### src/rtl/hazard_scoreboard.sv
`default_nettype none
// ============================================================================
// Module      : hazard_scoreboard
// Description : ID-stage issue control. Decodes the ID instruction, tracks
//               in-flight destinations in EX/MEM/WB, stalls on RAW hazards
//               and for a fixed number of bubbles after a branch or jump.
// Revision    : 1.0 - initial release
// ============================================================================
module hazard_scoreboard #(
  parameter bit          WB_BYPASS  = 1'b1,
  parameter int unsigned BR_BUBBLES = 2
) (
  input  logic        clk,
  input  logic        rst_n,
  input  logic        id_valid,
  input  logic [31:0] id_instr,
  input  logic        flush,
  output logic        stall,
  output logic        issue,
  output logic        hz_raw,
  output logic        hz_ctrl,
  output logic        ex_valid,
  output logic [4:0]  ex_dest
);

  localparam logic [1:0] c_br_bubbles = 2'(BR_BUBBLES);
  localparam logic       c_wb_check   = ~WB_BYPASS;

  logic [5:0] w_op;
  logic [4:0] w_rs;
  logic [4:0] w_rt;
  logic [4:0] w_rd;
  logic       w_use_rs;
  logic       w_use_rt;
  logic       w_has_dest;
  logic       w_branch;
  logic [4:0] w_dest;
  logic       w_rs_hit;
  logic       w_rt_hit;
  logic       w_unused_bits;

  logic       r_ex_valid;
  logic [4:0] r_ex_dest;
  logic       r_mem_valid;
  logic [4:0] r_mem_dest;
  logic       r_wb_valid;
  logic [4:0] r_wb_dest;
  logic [1:0] r_bcnt;

  assign w_op          = id_instr[31:26];
  assign w_rs          = id_instr[25:21];
  assign w_rt          = id_instr[20:16];
  assign w_rd          = id_instr[15:11];
  assign w_unused_bits = ^id_instr[10:0];

  always_comb begin
    w_use_rs   = 1'b0;
    w_use_rt   = 1'b0;
    w_has_dest = 1'b0;
    w_branch   = 1'b0;
    w_dest     = 5'd0;
    case (w_op)
      6'b000000: begin
        w_use_rs   = 1'b1;
        w_use_rt   = 1'b1;
        w_has_dest = 1'b1;
        w_dest     = w_rd;
      end
      6'b001000, 6'b001100, 6'b001101, 6'b001010,
      6'b100011, 6'b100000: begin
        w_use_rs   = 1'b1;
        w_has_dest = 1'b1;
        w_dest     = w_rt;
      end
      6'b101011, 6'b101000: begin
        w_use_rs = 1'b1;
        w_use_rt = 1'b1;
      end
      6'b000100, 6'b000101: begin
        w_use_rs = 1'b1;
        w_use_rt = 1'b1;
        w_branch = 1'b1;
      end
      6'b000001: begin
        w_use_rs = 1'b1;
        w_branch = 1'b1;
      end
      6'b000010: w_branch = 1'b1;
      default: ;
    endcase
  end

  // $0 is hardwired, so it can never carry a dependency.
  assign w_rs_hit = w_use_rs && (w_rs != 5'd0) &&
                    ((r_ex_valid  && (r_ex_dest  == w_rs)) ||
                     (r_mem_valid && (r_mem_dest == w_rs)) ||
                     (c_wb_check && r_wb_valid && (r_wb_dest == w_rs)));
  assign w_rt_hit = w_use_rt && (w_rt != 5'd0) &&
                    ((r_ex_valid  && (r_ex_dest  == w_rt)) ||
                     (r_mem_valid && (r_mem_dest == w_rt)) ||
                     (c_wb_check && r_wb_valid && (r_wb_dest == w_rt)));

  assign hz_raw   = id_valid & ~flush & (w_rs_hit | w_rt_hit);
  assign hz_ctrl  = (r_bcnt != 2'd0);
  assign stall    = hz_raw | hz_ctrl;
  assign issue    = id_valid & ~flush & ~stall;
  assign ex_valid = r_ex_valid;
  assign ex_dest  = r_ex_dest;

  always_ff @(posedge clk or negedge rst_n) begin
    if (!rst_n) begin
      r_ex_valid  <= 1'b0;
      r_ex_dest   <= 5'd0;
      r_mem_valid <= 1'b0;
      r_mem_dest  <= 5'd0;
      r_wb_valid  <= 1'b0;
      r_wb_dest   <= 5'd0;
      r_bcnt      <= 2'd0;
    end else begin
      r_wb_valid  <= r_mem_valid;
      r_wb_dest   <= r_mem_dest;
      r_mem_valid <= r_ex_valid;
      r_mem_dest  <= r_ex_dest;
      r_ex_valid  <= issue & w_has_dest & (w_dest != 5'd0);
      r_ex_dest   <= w_dest;
      if (flush) begin
        r_bcnt <= 2'd0;
      end else if (issue && w_branch) begin
        r_bcnt <= c_br_bubbles;
      end else if (r_bcnt != 2'd0) begin
        r_bcnt <= r_bcnt - 2'd1;
      end
    end
  end

endmodule
`default_nettype wire

### config.mk
export PLATFORM = sky130hd
export DESIGN_NAME = hazard_scoreboard
export DESIGN_NICKNAME = d
export VERILOG_FILES = /design/src/rtl/hazard_scoreboard.sv
export SDC_FILE = /design/constraint.sdc
export NUM_CORES = 1
export LEC_CHECK = 0
export BUFFER_PORTS_ARGS = -buffer_cell sky130_fd_sc_hd__buf_2
export CAP_MARGIN = 20
export CORE_MARGIN = 2
export CORE_UTILIZATION = 30
export CTS_CLUSTER_DIAMETER = 40
export DETAILED_ROUTE_END_ITERATION = 16
export PLACE_DENSITY = 0.62
export SLEW_MARGIN = 40
export SYNTH_ARGS = -nofsm -noshare
export SYNTH_HDL_FRONTEND = slang
export SYNTH_SLANG_ARGS = --single-unit
export TNS_END_PERCENT = 30
### constraint.sdc
create_clock -name clk -period 2.1 [get_ports clk]
set_input_delay 0.21 -clock clk [delete_from_list [all_inputs] [get_ports clk]]
set_output_delay 0.21 -clock clk [all_outputs]
set_load 0.03 [all_outputs]
# == Word-level counts from Yosys, hierarchy flattened ==
# Index checks and enable logic that the tools add are counted.
# classes
add_sub_neg,1
multipliers,0
div_mod_pow,0
magnitude_cmp,0
n_eq_ne,16
n_shift,0
mux,8
n_bitwise,9
n_reduce_logical,22
# op_table
cell,n
$eq 6x4->1 const B,4
$eq 6x6->1 const B,4
$eq 5x5->1,4
$reduce_bool 5->1,3
$eq 6x3->1 const B,2
$reduce_or 12->1,1
$pmux 5 s2,1
$logic_and 1x1->1,9
$reduce_or 7->1,1
$eq 6x1->1 const B,1
$eq 6x2->1 const B,1
$logic_not 6->1,1
$mux 2,3
$reduce_or 6->1,1
$and 1x1->1,5
$reduce_or 5->1,1
$mux 1,4
$reduce_or 4->1,1
$reduce_bool 3->1,1
$logic_or 1x1->1,2
$not 1->1,2
$or 1x1->1,2
$reduce_bool 2->1,1
$sub 2x1->2 const B,1
# word_totals
ff_bits,14
latch_bits,0
mem_bits_rw,0
mem_bits_ro,0
out_inout_bits,10
elab_cells,61
memories,0

# == Logic depth before layout (Yosys ltp) ==
# logic_depth
word_depth,13
mapped_depth,8
mapped_depth_nobuf,7

# == Worst setup path after synthesis ==
# No wires, ideal clock.
# synth_path
kind,reg2out
startpoint,"reg r_ex_dest[4], in the netlist ex_dest[4]"
endpoint,out stall
arrival_ns,2.364
path_slack_ns,-0.474
stages_incl_launch_ff,8
n_path_buf,0
path_cell_list,dfrtp_1 -> xor2_1 -> nor4_1 -> nand3_1 -> a221oi_2 -> a22oi_2 -> nor2b_1 -> nand2b_1
# synth_between
elab_chain_len,7
word_cells_on_any_way,11
cone_classes,eq/ne: 2; bitwise: 3; reduce/logical: 6
# synth_lines
element,line_no,rtl
start: declaration,43,logic [4:0] r_ex_dest;
start signal: assignment,125,r_ex_dest <= w_dest;
$eq 5x5->1 (on tied branches),"95, 99",
$logic_and 1x1->1 (on tied branches),"95, 99",
$logic_or 1x1->1 (on tied branches),"95, 99",
$logic_and 1x1->1 (on tied branches),"94, 98",
$or 1x1->1 *,103,assign hz_raw = id_valid & ~flush & (w_rs_hit | w_rt_hit);
$and 1x1->1 *,103,
via hz_raw,20,"output logic hz_raw,"
$or 1x1->1 *,105,assign stall = hz_raw | hz_ctrl;
end: declaration,18,"output logic stall,"
# Mark *: on every way through the listed nets, which the timed path passes. The rest lies on a longest branch.

# == Final worst setup path ==
# layout_path
startpoint,reg r_mem_dest[2]
endpoint,out stall
# layout_between
elab_chain_len,7
word_cells_on_any_way,11
cone_classes,eq/ne: 2; bitwise: 3; reduce/logical: 6
# layout_lines
element,line_no,rtl
start: declaration,45,logic [4:0] r_mem_dest;
start signal: assignment,123,r_mem_dest <= r_ex_dest;
$eq 5x5->1 (on tied branches),"96, 100",
$logic_and 1x1->1 (on tied branches),"96, 100",
$logic_or 1x1->1 (on tied branches),"95, 99",
$logic_and 1x1->1 (on tied branches),"94, 98",
$or 1x1->1 *,103,
$and 1x1->1 *,103,
$or 1x1->1 *,105,
# Every way passes the cells marked *; elsewhere a longest branch is shown, timed or not.

==> flow_results.xml <==
<?xml version="1.0" encoding="UTF-8"?>
<metrics>
  <group name="global_route">
    <metric name="globalRouteTotalUtil" unit="">0.140</metric>
    <metric name="first_global_vias" unit="">877</metric>
    <metric name="grt_first_pass_wirelength" unit="mm">3.70</metric>
    <metric name="grt_antenna_before_repair" unit="">0</metric>
    <metric name="grt_max_degree" unit="">15</metric>
    <metric name="grt_overflow" unit="">0</metric>
  </group>
  <group name="setup_path">
    <metric name="critical_path_peak_fanout" unit="">4</metric>
    <metric name="path_class" unit="">reg2out</metric>
    <metric name="critical_path_required" unit="ns">1.89</metric>
    <metric name="arrival" unit="ns">2.17</metric>
    <metric name="reg2reg_depth" unit="">9</metric>
    <metric name="kind_of_capture_point_of_the_worst_setup_path" unit="">output port</metric>
    <metric name="startpoint_class_of_the_critical_path" unit="">register</metric>
  </group>
  <group name="yosys">
    <metric name="yosys.area_share.xor_xnor" unit="">0.195</metric>
    <metric name="async_flop_share" unit="">1.00</metric>
    <metric name="yosysUniqueCellTypes" unit="">35</metric>
    <metric name="postSynth.topFlopCell" unit="">dfrtp_1</metric>
    <metric name="synthDominantAreaCellType" unit="">dfrtp_1</metric>
    <metric name="synth_enable_flop_cells" unit="">0</metric>
    <metric name="yosys-top-cells-area" unit="">dfrtp_1, xor2_1, a22o_1</metric>
    <metric name="syn-num-nets" unit="">132</metric>
    <metric name="yosys.area_share.simple" unit="">0.207</metric>
    <metric name="synthesis.yosys.warnings" unit="">0</metric>
    <metric name="synth.yosys.seq_area_share" unit="">0.372</metric>
    <metric name="syn-cell-area" unit="um^2">941</metric>
    <metric name="synth_compound_gate_area_share" unit="">0.190</metric>
    <metric name="post_synth_inst_count" unit="">95</metric>
    <metric name="yosys-mux-area-fraction" unit="">0</metric>
    <metric name="synth_top_family_by_area" unit="">simple AND/OR/NAND/NOR gates</metric>
    <metric name="synth_adder_area_share" unit="">0.0133</metric>
    <metric name="post-synth-top-area-fraction" unit="">0.372</metric>
    <metric name="yosysMostFrequentCell" unit="">xor2_1</metric>
    <metric name="syn-mean-instance-area" unit="um^2">9.90</metric>
    <metric name="synth.ff_latch_count" unit="">14</metric>
    <metric name="synthTopCellsByCount" unit="">xor2_1, dfrtp_1, a22o_1, nand3_1, nor2_1</metric>
  </group>
  <group name="die">
    <metric name="start_util" unit="">0.311</metric>
    <metric name="placement_rows" unit="">20</metric>
    <metric name="ios" unit="">46</metric>
    <metric name="die_w" unit="um">60.0</metric>
    <metric name="die_h" unit="um">60.0</metric>
    <metric name="floorplan.die_area" unit="um^2">3600</metric>
    <metric name="core_region_area" unit="um^2">3030</metric>
  </group>
  <group name="run_status">
    <metric name="failing_checks" unit="">negative setup slack</metric>
    <metric name="status" unit="">finished with violations</metric>
  </group>
  <group name="finish">
    <metric name="layout.core_utilization" unit="">0.431</metric>
    <metric name="nFillCells" unit="">294</metric>
    <metric name="synthToLayoutAreaGrowth" unit="%">38.6</metric>
    <metric name="post_route_cells_drive_above_1_share" unit="">0.426</metric>
    <metric name="design.final.nets" unit="">179</metric>
    <metric name="layout.cell_area.non_filler" unit="um^2">1300</metric>
    <metric name="post_layout_nonfiller_instances" unit="">185</metric>
    <metric name="insertedDiodeCount" unit="">0</metric>
  </group>
  <group name="sta">
    <metric name="period_share" unit="">1.13</metric>
    <metric name="rsz0062_at_grt" unit="">true</metric>
    <metric name="max_clock_freq" unit="MHz">420</metric>
    <metric name="finalWorstPathRequiredPeriod" unit="ns">2.38</metric>
    <metric name="layout_setup_ws" unit="ns">-0.280</metric>
    <metric name="drv_slew" unit="">0</metric>
    <metric name="report.final.hold_viol_count" unit="">0</metric>
    <metric name="timing.final.setup_violations" unit="">5</metric>
    <metric name="final.hold.worst_slack" unit="ns">0.107</metric>
    <metric name="tightest_slew" unit="ns">0.543</metric>
    <metric name="max_slew_margin" unit="">0.635</metric>
    <metric name="timing.clock.skew" unit="ns">0.00934</metric>
  </group>
  <group name="clocking">
    <metric name="ctsHtreeMaxLevel" unit="">1</metric>
    <metric name="max-clock-path-buffers" unit="">2</metric>
    <metric name="cts.root.buffer_cell" unit="">clkbuf_4</metric>
    <metric name="worstSkewPairLatency" unit="ns">0.28</metric>
    <metric name="cts_made_buffers" unit="">3</metric>
    <metric name="numClockSinks" unit="">14</metric>
    <metric name="cts_tree" unit="">built</metric>
    <metric name="path_clk_slew" unit="ns">0.08</metric>
  </group>
  <group name="route">
    <metric name="drtAntennaViolNets" unit="">0</metric>
    <metric name="avgViaCountPerCell" unit="">4.94</metric>
    <metric name="detail_route.iter0.violations" unit="">18</metric>
    <metric name="routed_wl" unit="mm">2.29</metric>
    <metric name="routed-via-count" unit="">914</metric>
    <metric name="post-route-drc-count" unit="">0</metric>
    <metric name="post_drt_wl_per_cell" unit="um">12.4</metric>
    <metric name="first_drt_pass_iteration_count" unit="">6</metric>
  </group>
  <group name="power_and_ir_drop">
    <metric name="vdd_drop_max" unit="mV">0.205</metric>
    <metric name="power.combinational.fraction" unit="">0.452</metric>
    <metric name="switching_share" unit="">0.384</metric>
    <metric name="report.power.total" unit="W">0.000869</metric>
    <metric name="cellPowerDensity" unit="nW/um^2">667</metric>
    <metric name="pwr-share-seq" unit="">0.368</metric>
    <metric name="power.internal" unit="W">0.000536</metric>
    <metric name="power.leakage" unit="nW">0.615</metric>
    <metric name="clkPwrFrac" unit="">0.181</metric>
    <metric name="power_switching" unit="W">0.000333</metric>
  </group>
  <group name="placed_design">
    <metric name="routability_congestion" unit="">0.833</metric>
    <metric name="post-place-cells" unit="">174</metric>
    <metric name="port_buffers" unit="">34</metric>
    <metric name="detailed_place_hpwl" unit="mm">1.85</metric>
    <metric name="placedInstanceArea" unit="um^2">1200</metric>
  </group>
  <group name="hold_path">
    <metric name="whs_path_cells" unit="">2</metric>
    <metric name="hold_path.class" unit="">in2reg</metric>
  </group>
  <group name="run">
    <metric name="count_of_max_cap_constraint_violations" unit="">0</metric>
  </group>
</metrics>
==> placed cells by master (no fill, tap or decap), types with 4 or more instances in the layout <==
| master | n |
|---|---|
| nor2_1 | 5 |
| buf_2 | 33 |
| nand3_1 | 5 |
| nor4_1 | 4 |
| buf_4 | 9 |
| xor2_1 | 17 |
| dfrtp_1 | 10 |
| dfrtp_2 | 4 |
| xnor2_1 | 4 |
| a22o_1 | 5 |
==> registers in the layout (all words and copies together), names as in the netlist <==
signal,flops
ex_dest,5
r_mem_valid,1
ex_valid,1
r_bcnt,2
r_mem_dest,5
==> stage by stage <==
stage	TNS, ns	setup slack [ns]
after global routing	-1.56	-0.384
after CTS	-0.894	-0.313
after detailed placement	-0.0488	-0.0382
after global placement	-0.0352	-0.0352
final	-1.01	-0.280
after floorplan	0	0.00000200
==> cell families after synthesis <==
group,count (synthesis)
xor+xnor,21
fa+ha+maj,1
buf+inv,5
simple gates,32
compound gates,22
flops,14
==> what timing repair did <==
action / 4_1_cts / 5_1_grt
endpoints found under the setup margin: 4 / 5
setup buffers: 3 / 3
resized for setup: 4 / 1
hold buffers: 1 / 0
endpoints found under the hold margin: 14 / 0
pin swaps: 6 / 5
==> layer usage <==
metal / vias to the layer above / wire [um] / track usage
met1: 429 / 979 / 0.164
met2: 26 / 1150 / 0.248
met3: 5 / 97 / 0.00649
li1: 454 / - / -
met5: - / 0 / 0
met4: 0 / 65 / 0.0857
==> worst max-delay path, stage by stage (launching register included) <==
cell,delay (ns)
dfrtp_1,0.40
xor2_1,0.17
nor4_1,0.31
nand3_1,0.13
a221oi_2,0.34
a22oi_2,0.17
nor2b_4,0.13
nand2b_4,0.12
buf_6,0.12
==> final cells by class <==
| class | instances | area, um^2 | area share |
|---|---|---|---|
| clock buffer | 4 | 26.3 | 0.0202 |
| inverter | 3 | 11.3 | 0.00864 |
| multi-input combinational | 76 | 602 | 0.462 |
| sequential | 14 | 355 | 0.273 |
| tap | 44 | 55.1 | 0.0422 |
| timing repair buffer | 44 | 254 | 0.195 |
==> worst paths after layout <==
kind / from / to / slack, ns
min in group asynchronous: rst_n / ex_dest[1]$_DFF_PN0_ / 0.34
worst max-delay path: r_mem_dest[2]$_DFF_PN0_ / stall / -0.28
max in group asynchronous: rst_n / ex_dest[4]$_DFF_PN0_ / 1.50
worst max register to register: r_mem_dest[2]$_DFF_PN0_ / r_bcnt[0]$_DFFE_PN0P_ / -0.13
worst min-delay path: flush / r_bcnt[1]$_DFFE_PN0P_ / 0.11
worst min register to register: ex_valid$_DFF_PN0_ / r_mem_valid$_DFF_PN0_ / 0.44
==> power by group through the flow <==
stage                     Combinational, W  Clock [W]  Sequential [W]
after floorplan                   0.000235          0        0.000324
after global placement            0.000337          0        0.000321
after detailed placement          0.000347          0        0.000322
after CTS                         0.000394   0.000165        0.000318
after global routing              0.000437   0.000171        0.000323
final                             0.000393   0.000157        0.000319
Power figures use the tool's default switching activity.
